===== src/rtl/tile_map_sequencer_pkg.sv =====
// Shared types and screen geometry for the tile map sequencer.
// State encodings use 8 bits to match the drawer's state width.
package tile_map_sequencer_pkg;

  typedef enum logic [7:0] {
    S_IDLE    = 8'd0,
    S_FETCH   = 8'd1,
    S_CAPTURE = 8'd2,
    S_ISSUE   = 8'd3,
    S_WAIT    = 8'd4,
    S_ADVANCE = 8'd5,
    S_FINISH  = 8'd6
  } state_t;

  localparam int TILE_PIX   = 8;
  localparam int TILE_WORDS = 64;
  localparam int SCREEN_W   = 160;
  localparam int SCREEN_H   = 120;

  function automatic logic [15:0] tile_base(
    input logic [15:0] rom_base,
    input logic [7:0]  idx
  );
    return rom_base + 16'(idx) * 16'(TILE_WORDS);
  endfunction

endpackage


===== src/rtl/tile_map_counter.sv =====
// Row-major col/row walker with last-tile flag and registered
// map RAM address (MAP_BASE + row*MAP_COLS + col).
module tile_map_counter
  import tile_map_sequencer_pkg::*;
#(
  parameter int         MAP_COLS = SCREEN_W / TILE_PIX,
  parameter int         MAP_ROWS = SCREEN_H / TILE_PIX,
  parameter logic [9:0] MAP_BASE = 10'd0
) (
  input  logic       clk,
  input  logic       resetn,
  input  logic       clear,
  input  logic       advance,
  output logic [4:0] col,
  output logic [4:0] row,
  output logic       last,
  output logic [9:0] map_address
);

  logic       col_end;
  logic [4:0] col_n;
  logic [4:0] row_n;

  assign col_end = col == 5'(MAP_COLS - 1);
  assign last    = col_end && (row == 5'(MAP_ROWS - 1));

  always_comb begin
    col_n = col + 5'd1;
    row_n = row;
    if (col_end) begin
      col_n = '0;
      row_n = last ? 5'd0 : row + 5'd1;
    end
  end

  always_ff @(posedge clk) begin
    if (!resetn || clear) begin
      col         <= '0;
      row         <= '0;
      map_address <= MAP_BASE;
    end else if (advance) begin
      col         <= col_n;
      row         <= row_n;
      map_address <= MAP_BASE
                   + 10'(row_n) * 10'(MAP_COLS)
                   + 10'(col_n);
    end
  end

endmodule


===== src/rtl/tile_map_sequencer.sv =====
// Walks the tile map and issues one draw request per tile.
// TILE_SKIP_EMPTY_EN: index 0 tiles are skipped without a draw.
module tile_map_sequencer
  import tile_map_sequencer_pkg::*;
#(
  parameter int          MAP_COLS      = SCREEN_W / TILE_PIX,
  parameter int          MAP_ROWS      = SCREEN_H / TILE_PIX,
  parameter logic [9:0]  MAP_BASE      = 10'd0,
  parameter logic [15:0] TILE_ROM_BASE = 16'd0
) (
  input  logic        clk,
  input  logic        resetn,
  input  logic        start,
  output logic [9:0]  map_address,
  input  logic [7:0]  map_data,
  output logic [15:0] tile_address,
  output logic [7:0]  x_out,
  output logic [7:0]  y_out,
  output logic        draw,
  input  logic        tile_done,
  output logic        busy,
  output logic        frame_done
);

  state_t     state;
  state_t     state_n;
  logic [4:0] col;
  logic [4:0] row;
  logic       last;
  logic       skip;

`ifdef TILE_SKIP_EMPTY_EN
  assign skip = map_data == 8'd0;
`else
  assign skip = 1'b0;
`endif

  tile_map_counter #(
    .MAP_COLS (MAP_COLS),
    .MAP_ROWS (MAP_ROWS),
    .MAP_BASE (MAP_BASE)
  ) u_counter (
    .clk         (clk),
    .resetn      (resetn),
    .clear       (state == S_IDLE && start),
    .advance     (state == S_ADVANCE),
    .col         (col),
    .row         (row),
    .last        (last),
    .map_address (map_address)
  );

  always_ff @(posedge clk) begin
    if (!resetn) state <= S_IDLE;
    else         state <= state_n;
  end

  always_comb begin
    state_n = state;
    unique case (state)
      S_IDLE:    if (start) state_n = S_FETCH;
      S_FETCH:   state_n = S_CAPTURE;
      S_CAPTURE: state_n = skip ? S_ADVANCE : S_ISSUE;
      S_ISSUE:   state_n = S_WAIT;
      S_WAIT:    if (tile_done) state_n = S_ADVANCE;
      S_ADVANCE: state_n = last ? S_FINISH : S_FETCH;
      S_FINISH:  state_n = S_IDLE;
      default:   state_n = S_IDLE;
    endcase
  end

  // Flags are decoded from the next state so they align with it.
  always_ff @(posedge clk) begin
    if (!resetn) begin
      tile_address <= '0;
      x_out        <= '0;
      y_out        <= '0;
      draw         <= 1'b0;
      busy         <= 1'b0;
      frame_done   <= 1'b0;
    end else begin
      draw       <= state_n == S_ISSUE;
      busy       <= state_n != S_IDLE;
      frame_done <= state_n == S_FINISH;
      if (state == S_CAPTURE && !skip) begin
        tile_address <= tile_base(TILE_ROM_BASE, map_data);
        x_out        <= {col, 3'b000};
        y_out        <= {row, 3'b000};
      end
    end
  end

endmodule


===== config.mk =====
export PLATFORM = sky130hd
export DESIGN_NAME = tile_map_sequencer
export DESIGN_NICKNAME = d
export VERILOG_FILES = /design/src/rtl/tile_map_sequencer_pkg.sv /design/src/rtl/tile_map_counter.sv /design/src/rtl/tile_map_sequencer.sv
export SDC_FILE = /design/constraint.sdc
export NUM_CORES = 1
export LEC_CHECK = 0
export ABC_AREA = 0
export CORE_ASPECT_RATIO = 0.6
export CORE_MARGIN = 2
export CORE_UTILIZATION = 62
export CTS_CLUSTER_SIZE = 25
export DETAILED_ROUTE_END_ITERATION = 12
export DONT_BUFFER_PORTS = 1
export GPL_ROUTABILITY_DRIVEN = 1
export GPL_TIMING_DRIVEN = 0
export PLACE_DENSITY = 0.86
export SLEW_MARGIN = 20
export SYNTH_ARGS = -nofsm -noshare
export SYNTH_HDL_FRONTEND = slang
export SYNTH_SLANG_ARGS = --single-unit

===== constraint.sdc =====
create_clock -name clk -period 4.7 [get_ports clk]
set_input_delay 0.94 -clock clk [delete_from_list [all_inputs] [get_ports clk]]
set_output_delay 0.94 -clock clk [all_outputs]
set_load 0.005 [all_outputs]

# Word level (Yosys, flattened, before mapping)
# Cells that the tools add are included.
# W data, S select, Z words.
[classes]
n_eq_ne = 9
order_cmp = 0
mux = 7
reduce_logical = 6
add_sub_neg = 3
bitwise_logic = 0
multipliers = 1
n_shift = 0
div = 0
[ops]
columns = ["operator", "count"]
rows = [
  ["$pmux W8 S6", 1],
  ["$eq A8 B2 Y1 const B", 3],
  ["$eq A8 B3 Y1 const B", 3],
  ["$mux W8", 2],
  ["$mux W5", 3],
  ["$add A10 B5 Y10", 1],
  ["$add A5 B1 Y5 const B", 2],
  ["$eq A8 B1 Y1 const B", 1],
  ["$logic_not A8 Y1", 1],
  ["$mul A5 B3 Y8 const B", 1],
  ["$reduce_bool A8 Y1", 1],
  ["$eq A5 B4 Y1 const B", 1],
  ["$eq A5 B5 Y1 const B", 1],
  ["$mux W3", 1],
  ["$logic_and A1 B1 Y1", 2],
  ["$logic_not A1 Y1", 1],
  ["$logic_or A1 B1 Y1", 1],
]
[totals]
rom_bits = 0
out_inout_bits = 45
memories = 0
wordCells = 36
reg_bits = 49
inputBits = 12
mem_bits_rw = 0
latchBits = 0

# Longest topological paths before layout
# Gate-level depths: netlist (run 1).
[logic_depth]
depth_word = 6
depth_mapped = 15

# Modules after synthesis
# Synthesis (run 1) repeated with hierarchy kept, for this count alone.
[hier_totals]
cells_unflattened = 275
area_unflattened_um2 = 2452.4
[modules_own_cells]
columns = ["mod", "n_inst", "cells_each", "area_per_inst_um2", "seq_area_each_um2"]
rows = [
  ["tile_map_counter", 1, 144, 1244.9, 360.3],
  ["tile_map_sequencer", 1, 131, 1207.4, 580.6],
]

# Worst setup path before layout (run 1)
# No wires, ideal clock.
[synth_timing]
path_type = "register -> register"
from = "register, netlist name u_counter.map_address[0]"
to = "register u_counter.map_address[8]"
path_slack_ns = 1.166
setup_time_ns = 0.079
path_buffers = 0
stages_incl_launch_ff = 15
period_less_slack_ns = 3.534
t_arrival_ns = 3.455
cell_sequence = "dfxtp_1 > ha_1 > nor4bb_1 > nand2b_1 > nor2_1 > a21oi_1 > inv_1 > ha_1 > ha_1 > fa_1 > xor2_1 > o2111ai_1 > or3_1 > or3_1 > o211ai_1"
[synth_rtl]
columns = ["item", "line", "rtl"]
rows = [
  ["to (signal assigned)", "tile_map_counter.sv:44", "map_address <= MAP_BASE"],
  ["to (decl)", "tile_map_counter.sv:17", "output logic [9:0] map_address"],
]

==> results.cfg, run 1 <==
[sta]
fin_crit_ns = 3.90
tightest_slew_ns = 0.698
hold_slack_ns = 0.480
clock.fmax_mhz = 257
slew_viol_final = 0
skew_ns = 0.00922
rsz0062_at_grt = no
hold_violations = 0
setup_slack_ns = 0.805
setup_tns_ns = 0
setup_violations = 0
period_share_pct = 82.9
timing.slew.headroom_pct = 52.8

[die]
row_count = 17
die_h_um = 51.9
start_util_pct = 64.7
die_x_um = 83.8
io_pins = 57
dieArea_um2 = 4340
core-area_um2 = 3660

[global_route]
grt_pass1_wl_um = 8210
antenna_found_initial = 0
overflow = 0
grt_pass1_vias = 1752
grt_usage_pct = 24.8
grt_max_degree = 15

[route]
route.detailed.drc = 0
viasPerCell = 5.47
route.vias.total = 1962
dr.pass1.iters = 4
drt-total-wl_um = 5010
routedWlPerCell_um = 14.0
drtIter0Drc = 89
ant_nets = 0

[synthesis]
yosysTopAreaCell = dfxtp_1
avgSynthCellArea_um2 = 8.28
async_reset_ff_share_pct = 0
seq_area_frac_synth_pct = 39.7
synth.ff_latch_count = 47
synth_ff_type = dfxtp_1
ys_top_cells_by_area = dfxtp_1 (40%), nand2_1 (9.7%), ha_1 (6.3%), a21boi_0 (6.0%), buf_4 (5.1%)
synthCells = 286
synthDistinctLibCells = 43
yosys_warnings = 0
synth_top_area_share_pct = 39.7
synth_edf_count = 0
netlist_area_um2 = 2370

[clocking]
cts_sinks = 47
cts_inserted_buffers = 5
htreeDepth = 2
cts_tree = yes
hold_buffers = 0
path_clk_slew_ns = 0.08
clockRootBuffer = clkbuf_8
clockBufferDepth = 2
post_cts_buffers = 0
clk_latency_ns = 0.30
ctsResizeCount = 0

[layout]
fillers = 303
drive_gt1_share_pct = 9.94
layout_common_cells = nand2_1 (61), dfxtp_1 (47), a21oi_1 (21), a21boi_0 (19), conb_1 (19)
n_antenna_cell = 0
multi_input_area_um2 = 1290
final_nets = 337
final_cell_area_um2 = 2630
synthToLayoutAreaGrowth_pct = 11.2
final_common_cell = nand2_1
regArea_um2 = 941

[critical_path]
arrival_ns = 4.12
crit_fanout = 7
cp.required_ns = 4.92
reg2reg_from = u_counter.map_address[1]
crit_type = register to register
startpoint_type = register
crit_start = u_counter.map_address[1]
rrSetupSlack_ns = 0.80
timing.rr.end = u_counter.map_address[8]
r2r_cells = 14
end_kind = register

[run]
cap_violations = 0

[place]
dpl.hpwl_um = 3800
place_congestion = 0.905
port_buffers = 0
placed_cell_area_um2 = 2490
dp_slack_ns = 0.581

[hold_path]
min_to = u_counter.map_address[7]
hold_path.class = register to register
min_path_cells = 2
min_from = u_counter.map_address[7]

[outcome]
status = finished clean

[power]
power_density_nw_per_um2 = 292
ir_drop_v = 0.000224
leakagePower_nw = 1.05
[Yosys cell counts, drive strengths merged, types with 4 or more instances]
library cell / n
o21ai: 9
nor2: 17
xnor2: 6
a21oi: 21
ha: 12
or3: 4
buf: 20
nand2: 61
dfxtp: 47
inv: 6
clkbuf: 10
nor3: 8
nand3: 5
a21boi: 19
a21o: 4
a211oi: 4
[cells by family after synthesis]
| logic type | after synthesis | synth area share [%] |
|---|---|---|
| AOI/OAI and AO/OA | 66 | 18.0 |
| xor gates and xnor gates | 8 | 2.96 |
| adders and majority gates | 14 | 8.03 |
| buffers and inverters | 36 | 8.72 |
| DFF | 47 | 39.7 |
| muxes | 1 | 0.423 |
| other | 1 | 0.158 |
| and+or+nand+nor | 113 | 22.0 |
[through the flow]
stage / util, % / total power, mW / cells
detailed placement: 68.2 / 0.433 / 351
finish: 72.0 / 0.768 / 359
global placement: 68.2 / 0.433 / 351
floorplan: - / 0.430 / 304
global route: 72.0 / 0.795 / 359
CTS: 71.8 / 0.772 / 359
[how the worst max path moves through the flow]
stage	slack, ns	cells after the start	end
final	0.80	14	u_counter.map_address[8]
after global routing	0.45	14	u_counter.map_address[8]
after CTS	0.51	14	u_counter.map_address[8]
after detailed placement	0.58	14	u_counter.map_address[8]
after global placement	0.65	14	u_counter.map_address[8]
after floorplan	1.17	14	u_counter.map_address[8]
[registers in the layout (all words and copies together) (netlist names)]
register,cells
state,8
draw,1
tile_address,8
u_counter.row,5
frame_done,1
u_counter.map_address,10
x_out,5
busy,1
y_out,5
u_counter.col,3
[layout make-up]
| type | count | share of cell area [%] |
|---|---|---|
| clock buffer | 6 | 2.76 |
| sequential | 47 | 35.7 |
| tap | 47 | 2.23 |
| buffer | 30 | 6.99 |
| multi-input combinational | 221 | 49.1 |
| inverter | 6 | 0.856 |
| clock inverter | 2 | 2.28 |
[where the power goes]
group | switching (mW) | total, mW | internal [mW]
Sequential | 0.00110 | 0.401 | 0.400
Combinational | 0.0117 | 0.0232 | 0.0115
Clock | 0.131 | 0.344 | 0.212
[routing by layer]
layer  vias up  part of all wire [%]  global-route usage, %
li1        987                     -                      -
met1       916                    48                   35.6
met2        55                    43                   35.6
met4         0                  0.88                   7.26
met3         4                   7.6                   8.10
met5         -                     0                      0
[critical path: stages (launching register included)]
cell and delay, ns:
dfxtp_1 0.43, ha_1 0.30, nor4bb_2 0.69, nand2b_1 0.14, nor2_1 0.11, a21oi_1 0.10, inv_1 0.12, ha_1 0.23
ha_1 0.22, fa_1 0.44, xor2_1 0.17, o2111ai_1 0.14, or3_1 0.31, or3_1 0.31, o211ai_1 0.09
Power figures use the tool's default switching activity.
==> run 2, diff against run 1 <==
==> constraint.sdc (replaced) <==
create_clock -name clk -period 4 [get_ports clk]
set_input_delay 0.8 -clock clk [delete_from_list [all_inputs] [get_ports clk]]
set_output_delay 0.8 -clock clk [all_outputs]
set_load 0.005 [all_outputs]
==> run 2 against run 1 <==
  * First-iteration DRC count rose by 49%
  * Worst hold slack barely moved
  * Clock power rose by 17%
  * Maximum frequency rose by 5.7%
  * Non-clock buffer count did not move
  * Cell area rose by 0.52%
  * Critical endpoint unchanged
  * Highest routed layer unchanged
==> results.cfg, run 2 (same netlist as run 1, synthesis figures left out) <==
[outcome]
status = finished clean

[sta]
timing.slew.headroom_pct = 55.5
hold_violations = 0
rsz0062_at_grt = no
slew_viol_final = 0
skew_ns = 0.00919
fin_crit_ns = 3.69
tightest_slew_ns = 0.665
setup_violations = 0
clock.fmax_mhz = 271
period_share_pct = 92.2

[power]
p_int_uw = 733
p_comb_share_pct = 3.0
power_density_nw_per_um2 = 341
ir_drop_v = 0.000264
seqPwrFrac_pct = 52.3
total_power_uw = 902
swShare_pct = 18.7
p_sw_uw = 168
leakagePower_nw = 1.05
power.share.clock_pct = 44.7

[place]
place_congestion = 0.905
placed_cell_area_um2 = 2490
dp_cells = 351
dpl.hpwl_um = 3800
port_buffers = 0

[hold_path]
min_to = u_counter.map_address[7]
hold_path.class = register to register
min_from = u_counter.map_address[7]
min_path_cells = 2

[clocking]
path_clk_slew_ns = 0.09
cts_tree = yes
clockRootBuffer = clkbuf_8
clk_latency_ns = 0.30
post_cts_buffers = 0
cts_inserted_buffers = 5
cts_sinks = 47
htreeDepth = 2
clockBufferDepth = 2
hold_buffers = 0

[route]
routedWlPerCell_um = 13.9
drtIter0Drc = 133
dr.pass1.iters = 4
route.detailed.drc = 0
ant_nets = 0
route.vias.total = 1964
drt-total-wl_um = 5000
viasPerCell = 5.47

[global_route]
grt_pass1_vias = 1751
grt_usage_pct = 24.8
grt_pass1_wl_um = 8200
overflow = 0
antenna_found_initial = 0
grt_max_degree = 15

[critical_path]
rrSetupSlack_ns = 0.31
crit_fanout = 6
reg2reg_from = u_counter.row[1]
timing.rr.end = u_counter.map_address[8]
crit_type = register to register
cp.required_ns = 4.22
arrival_ns = 3.91
end_kind = register
startpoint_type = register
r2r_cells = 14

[die]
die_h_um = 51.9
io_pins = 57
start_util_pct = 64.7
row_count = 17
dieArea_um2 = 4340
die_x_um = 83.8
core-area_um2 = 3660

[layout]
final_common_cell = nand2_1
largest_reg_flops = 10
layout_common_cells = nand2_1 (61), dfxtp_1 (47), a21oi_1 (21), a21boi_0 (19), conb_1 (19)
synthToLayoutAreaGrowth_pct = 11.8
drive_gt1_share_pct = 10.3
top_register = u_counter.map_address
final_cell_area_um2 = 2650
final_nets = 337
reg.largest.list = u_counter.map_address x10, state x8, tile_address x8
n_antenna_cell = 0
fillers = 299
stdcell_count = 359

[run]
cap_violations = 0
run 2: area by class of cell:
| cell class | instances | area (µm²) | area share [%] |
|---|---|---|---|
| Multi-Input combinational cell | 221 | 1310 | 49.4 |
| Sequential cell | 47 | 941 | 35.6 |
| Buffer | 30 | 184 | 6.95 |
| Clock buffer | 6 | 72.6 | 2.74 |
| Clock inverter | 2 | 60.1 | 2.27 |
| Tap cell | 47 | 58.8 | 2.22 |
| Inverter | 6 | 22.5 | 0.851 |
run 2: layer usage:
metal,track usage [%],up-vias,wire [µm]
met1,35.6,919,2430
met3,8.10,4,359
met4,7.26,0,44
li1,-,989,-
met5,0,-,0
met2,35.5,52,2170
run 2: critical path, stage by stage (launching register included):
cell and delay (ns):
dfxtp_1 0.44, ha_1 0.20, and4b_1 0.33, nand2b_1 0.15, nor2_1 0.04, a21oi_1 0.33
inv_1 0.12, ha_1 0.29, ha_1 0.23, fa_1 0.44, xor2_1 0.17, o2111ai_1 0.14
or3_1 0.31, or3_1 0.31, o211ai_1 0.09
run 2: worst max-delay path by stage:
stage | startpoint | endpoint | slack, ns | cells after the start
2_1_floorplan | u_counter.map_address[0] | u_counter.map_address[8] | 0.47 | 14
5_1_grt | u_counter.map_address[0] | u_counter.map_address[8] | 0.04 | 14
6_report | u_counter.row[1] | u_counter.map_address[8] | 0.31 | 14
3_3_place_gp | u_counter.map_address[0] | u_counter.map_address[8] | -0.05 | 14
4_1_cts | u_counter.map_address[0] | u_counter.map_address[8] | 0.10 | 14
3_5_place_dp | u_counter.map_address[1] | u_counter.map_address[8] | -0.12 | 14
run 2: stage by stage:
step	setup slack (ns)	setup TNS, ns	hold slack [ns]	util [%]
after floorplan	0.466	0	0.448	-
after global placement	-0.0471	-0.0471	0.467	68.2
after detailed placement	-0.119	-0.119	0.468	68.2
after CTS	0.102	0	0.487	72.0
after global routing	0.0388	0	0.511	72.3
final	0.314	0	0.480	72.3
run 2: what timing repair did:
action,in CTS,in global routing
setup endpoints to repair,1,3
gates resized for setup,1,3
pin swaps,0,1
run 2: power groups by stage:
stage | Sequential, mW | Combinational [mW] | Clock, mW
floorplan | 0.482 | 0.0230 | 0
global placement | 0.482 | 0.0260 | 0
detailed placement | 0.483 | 0.0262 | 0
CTS | 0.471 | 0.0262 | 0.409
global route | 0.472 | 0.0302 | 0.433
finish | 0.471 | 0.0273 | 0.403
==> run 3, diff against run 2 <==
--- a/config.mk
+++ b/config.mk
@@ -6,16 +6,19 @@
 export NUM_CORES = 1
 export LEC_CHECK = 0
 export ABC_AREA = 0
+export CELL_PAD_IN_SITES_DETAIL_PLACEMENT = 1
+export CELL_PAD_IN_SITES_GLOBAL_PLACEMENT = 1
 export CORE_ASPECT_RATIO = 0.6
 export CORE_MARGIN = 2
-export CORE_UTILIZATION = 62
+export CORE_UTILIZATION = 47
 export CTS_CLUSTER_SIZE = 25
 export DETAILED_ROUTE_END_ITERATION = 12
 export DONT_BUFFER_PORTS = 1
 export GPL_ROUTABILITY_DRIVEN = 1
 export GPL_TIMING_DRIVEN = 0
-export PLACE_DENSITY = 0.86
+export PLACE_DENSITY = 0.87
 export SLEW_MARGIN = 20
 export SYNTH_ARGS = -nofsm -noshare
 export SYNTH_HDL_FRONTEND = slang
+export SYNTH_HIERARCHICAL = 1
 export SYNTH_SLANG_ARGS = --single-unit
==> run 3 against run 2 <==
  * Worst hold slack better by 0.0016 ns
  * Wire length up 9.7%
  * Via count is 4.9% lower
  * Sequential share of layout area shrank 0.96 points
  * Area after synthesis is 3.6% higher
  * Clock skew shrank 0.0046 ns
  * Die area grew 34%
  * Combinational power grew 12%
  * Critical endpoint is now u_counter/map_address[9]
  * Total power fell by 5.3%
  * Flip-flop and latch count is the same
  * Sequential power hardly changed
  * Highest routed layer unchanged
  * Worst setup slack got worse by 0.011 ns
==> results.cfg, run 3 <==
[critical_path]
rrSetupSlack_ns = 0.30
crit_type = register to register
r2r_cells = 11
reg2reg_from = u_counter/col[0]
worst_path_max_delay_cell = fa_1
cpPeakStageDelay_ns = 0.48
crit_chain = ha_1 > and4bb_2 > nand4_1 > mux2_2 > ha_1 > fa_1 > xor2_1 > or3_1 > and2_4 > or3_1 > a31oi_1
cp_top_family = simple AND/OR/NAND/NOR gates
crit_fanout = 7
end_kind = register
cp_num_buf_inv = 0
timing.rr.end = u_counter/map_address[9]
cp.required_ns = 4.23
startpoint_type = register
arrival_ns = 3.93

[layout]
final_common_cell = dfxtp_1
reg.largest.list = state x8, tile_address x8, u_counter/map_address x8
layout_common_cells = dfxtp_1 (47), nand2_1 (46), mux2i_1 (27), nor2_1 (25), conb_1 (19)
stdcell_count = 367
drive_gt1_share_pct = 12.6
final_nets = 324
n_antenna_cell = 0
synthToLayoutAreaGrowth_pct = 10.9
fillers = 621

[clocking]
htreeDepth = 2
clockBufferDepth = 2
path_clk_slew_ns = 0.09
clockRootBuffer = clkbuf_8
clk_latency_ns = 0.30
ctsResizeCount = 0
cts_inserted_buffers = 5
hold_buffers = 0
cts_tree = yes
cts_sinks = 47
post_cts_buffers = 0

[sta]
clock.fmax_mhz = 270
setup_slack_ns = 0.303
timing.slew.headroom_pct = 49.7
tightest_slew_ns = 0.755
period_share_pct = 92.4
fin_crit_ns = 3.70
slew_viol_final = 0
skew_ns = 0.00458
setup_tns_ns = 0
setup_violations = 0
hold_violations = 0
rsz0062_at_grt = no

[die]
start_util_pct = 48.5
io_pins = 57
die_h_um = 60.0
die_x_um = 97.3
dieArea_um2 = 5830
core-area_um2 = 5050
row_count = 20

[synthesis]
yosysMostFrequentCell = dfxtp_1
netlist_area_um2 = 2450
synth_top_area_share_pct = 38.4
yosysTopAreaCell = dfxtp_1
synth_ff_type = dfxtp_1
synthDistinctLibCells = 47
avgSynthCellArea_um2 = 8.92
async_reset_ff_share_pct = 0
synthCells = 275
ys_top_cells_by_area = dfxtp_1 (38%), mux2i_1 (11%), nand2_1 (7.0%), buf_4 (5.2%), ha_1 (5.1%)
synth.ff_latch_count = 47
synth_edf_count = 0
seq_area_frac_synth_pct = 38.4
synth_commonest_cells = dfxtp_1 (47), nand2_1 (46), mux2i_1 (27)
yosys_warnings = 6

[global_route]
grt_util_met2_pct = 32.2
grt_usage_pct = 20.4
grt_pass1_wl_um = 9470
grt_max_degree = 16
grt-busiest-layer = met2
antenna_found_initial = 0
grt_pass1_vias = 1944
overflow = 0
grtUsageMet1_pct = 28.4
use_met3_pct = 5.50

[route]
routedWlPerCell_um = 15.0
ant_nets = 0
dr.pass1.iters = 4
route.detailed.drc = 0
viasPerCell = 5.09
drt-total-wl_um = 5490
drtIter0Drc = 41
route.vias.total = 1868

[power]
power_density_nw_per_um2 = 314
total_power_uw = 854
swShare_pct = 21.6
ir_drop_v = 0.000183
leakagePower_nw = 1.04
power.share.clock_pct = 41.2
p_sw_uw = 184
p_comb_share_pct = 3.6
p_int_uw = 669
seqPwrFrac_pct = 55.3

[place]
port_buffers = 0
place_congestion = 0.746
dp_cells = 359
dpl.hpwl_um = 4160
dp_slack_ns = 0.375

[hold_path]
min_from = tile_address[13]
min_path_cells = 2
hold_path.class = register to register
min_to = tile_address[13]

[outcome]
status = finished clean

[run]
cap_violations = 0
-- run 3: cell types whose count changed in the layout (fill, tap and decap cells not counted), moves of 4 or more --
cell	before	now
mux2i_1	1	27
a21boi_0	19	0
a21oi_1	21	6
nand2_1	61	46
nor2_1	17	25
inv_1	6	10
nor2b_1	2	6
nor3_1	7	3
-- run 3: worst max path at each step --
stage	startpoint	end	slack (ns)	depth (start not counted)
6_report	u_counter/col[0]	u_counter/map_address[9]	0.30	11
5_1_grt	u_counter/col[0]	u_counter/map_address[9]	0.04	11
4_1_cts	u_counter/col[0]	u_counter/map_address[9]	0.32	11
3_5_place_dp	u_counter/col[0]	u_counter/map_address[9]	0.38	11
3_3_place_gp	u_counter/col[0]	u_counter/map_address[9]	0.42	11
2_1_floorplan	u_counter/col[0]	u_counter/map_address[9]	0.65	11
-- run 3: cell families (layout without fill, tap and decap cells) --
family | after synthesis | after routing | synth area share [%]
xor+xnor | 10 | 10 | 3.57
flops | 47 | 47 | 38.4
buf+inv | 39 | 47 | 9.23
mux | 28 | 28 | 11.5
other cells | 1 | 19 | 0.153
simple gates | 103 | 103 | 20.9
compound gates | 34 | 34 | 9.18
fa+ha+maj | 13 | 13 | 7.14
-- run 3: final cells by class --
| cell class | count | area (µm²) | share of cell area, % |
|---|---|---|---|
| clock inverter | 3 | 43.8 | 1.61 |
| sequential | 47 | 941 | 34.6 |
| inverter | 10 | 37.5 | 1.38 |
| clock buffer | 5 | 68.8 | 2.53 |
| buffer | 29 | 189 | 6.95 |
| multi-input combinational | 207 | 1360 | 49.9 |
| tap | 66 | 82.6 | 3.04 |
-- run 3: through the flow --
stage          hold WS, ns  area (µm²)  util (%)
2_1_floorplan        0.451        2520         -
3_3_place_gp         0.460        2600      51.5
3_5_place_dp         0.468        2600      51.5
4_1_cts              0.485        2720      53.7
5_1_grt              0.500        2720      53.8
6_report             0.481        2720      53.8
-- run 3: power groups by stage --
stage                     clock [mW]  sequential (mW)  combinational (mW)
after floorplan                    0            0.482              0.0251
after global placement             0            0.482              0.0296
after detailed placement           0            0.483              0.0300
after CTS                      0.363            0.472              0.0302
after global routing           0.381            0.472              0.0348
final                          0.351            0.472              0.0307
-- run 3: metal layers --
layer / up-vias / wire length (µm)
met5: - / 0
met4: 0 / 44
met3: 5 / 325
met2: 45 / 2300
met1: 879 / 2820
li1: 939 / -
-- run 3: tightest hold or removal path: stages (launching register included) --
cell,delay [ns]
dfxtp_1,0.33
nand2_1,0.06
mux2i_1,0.05
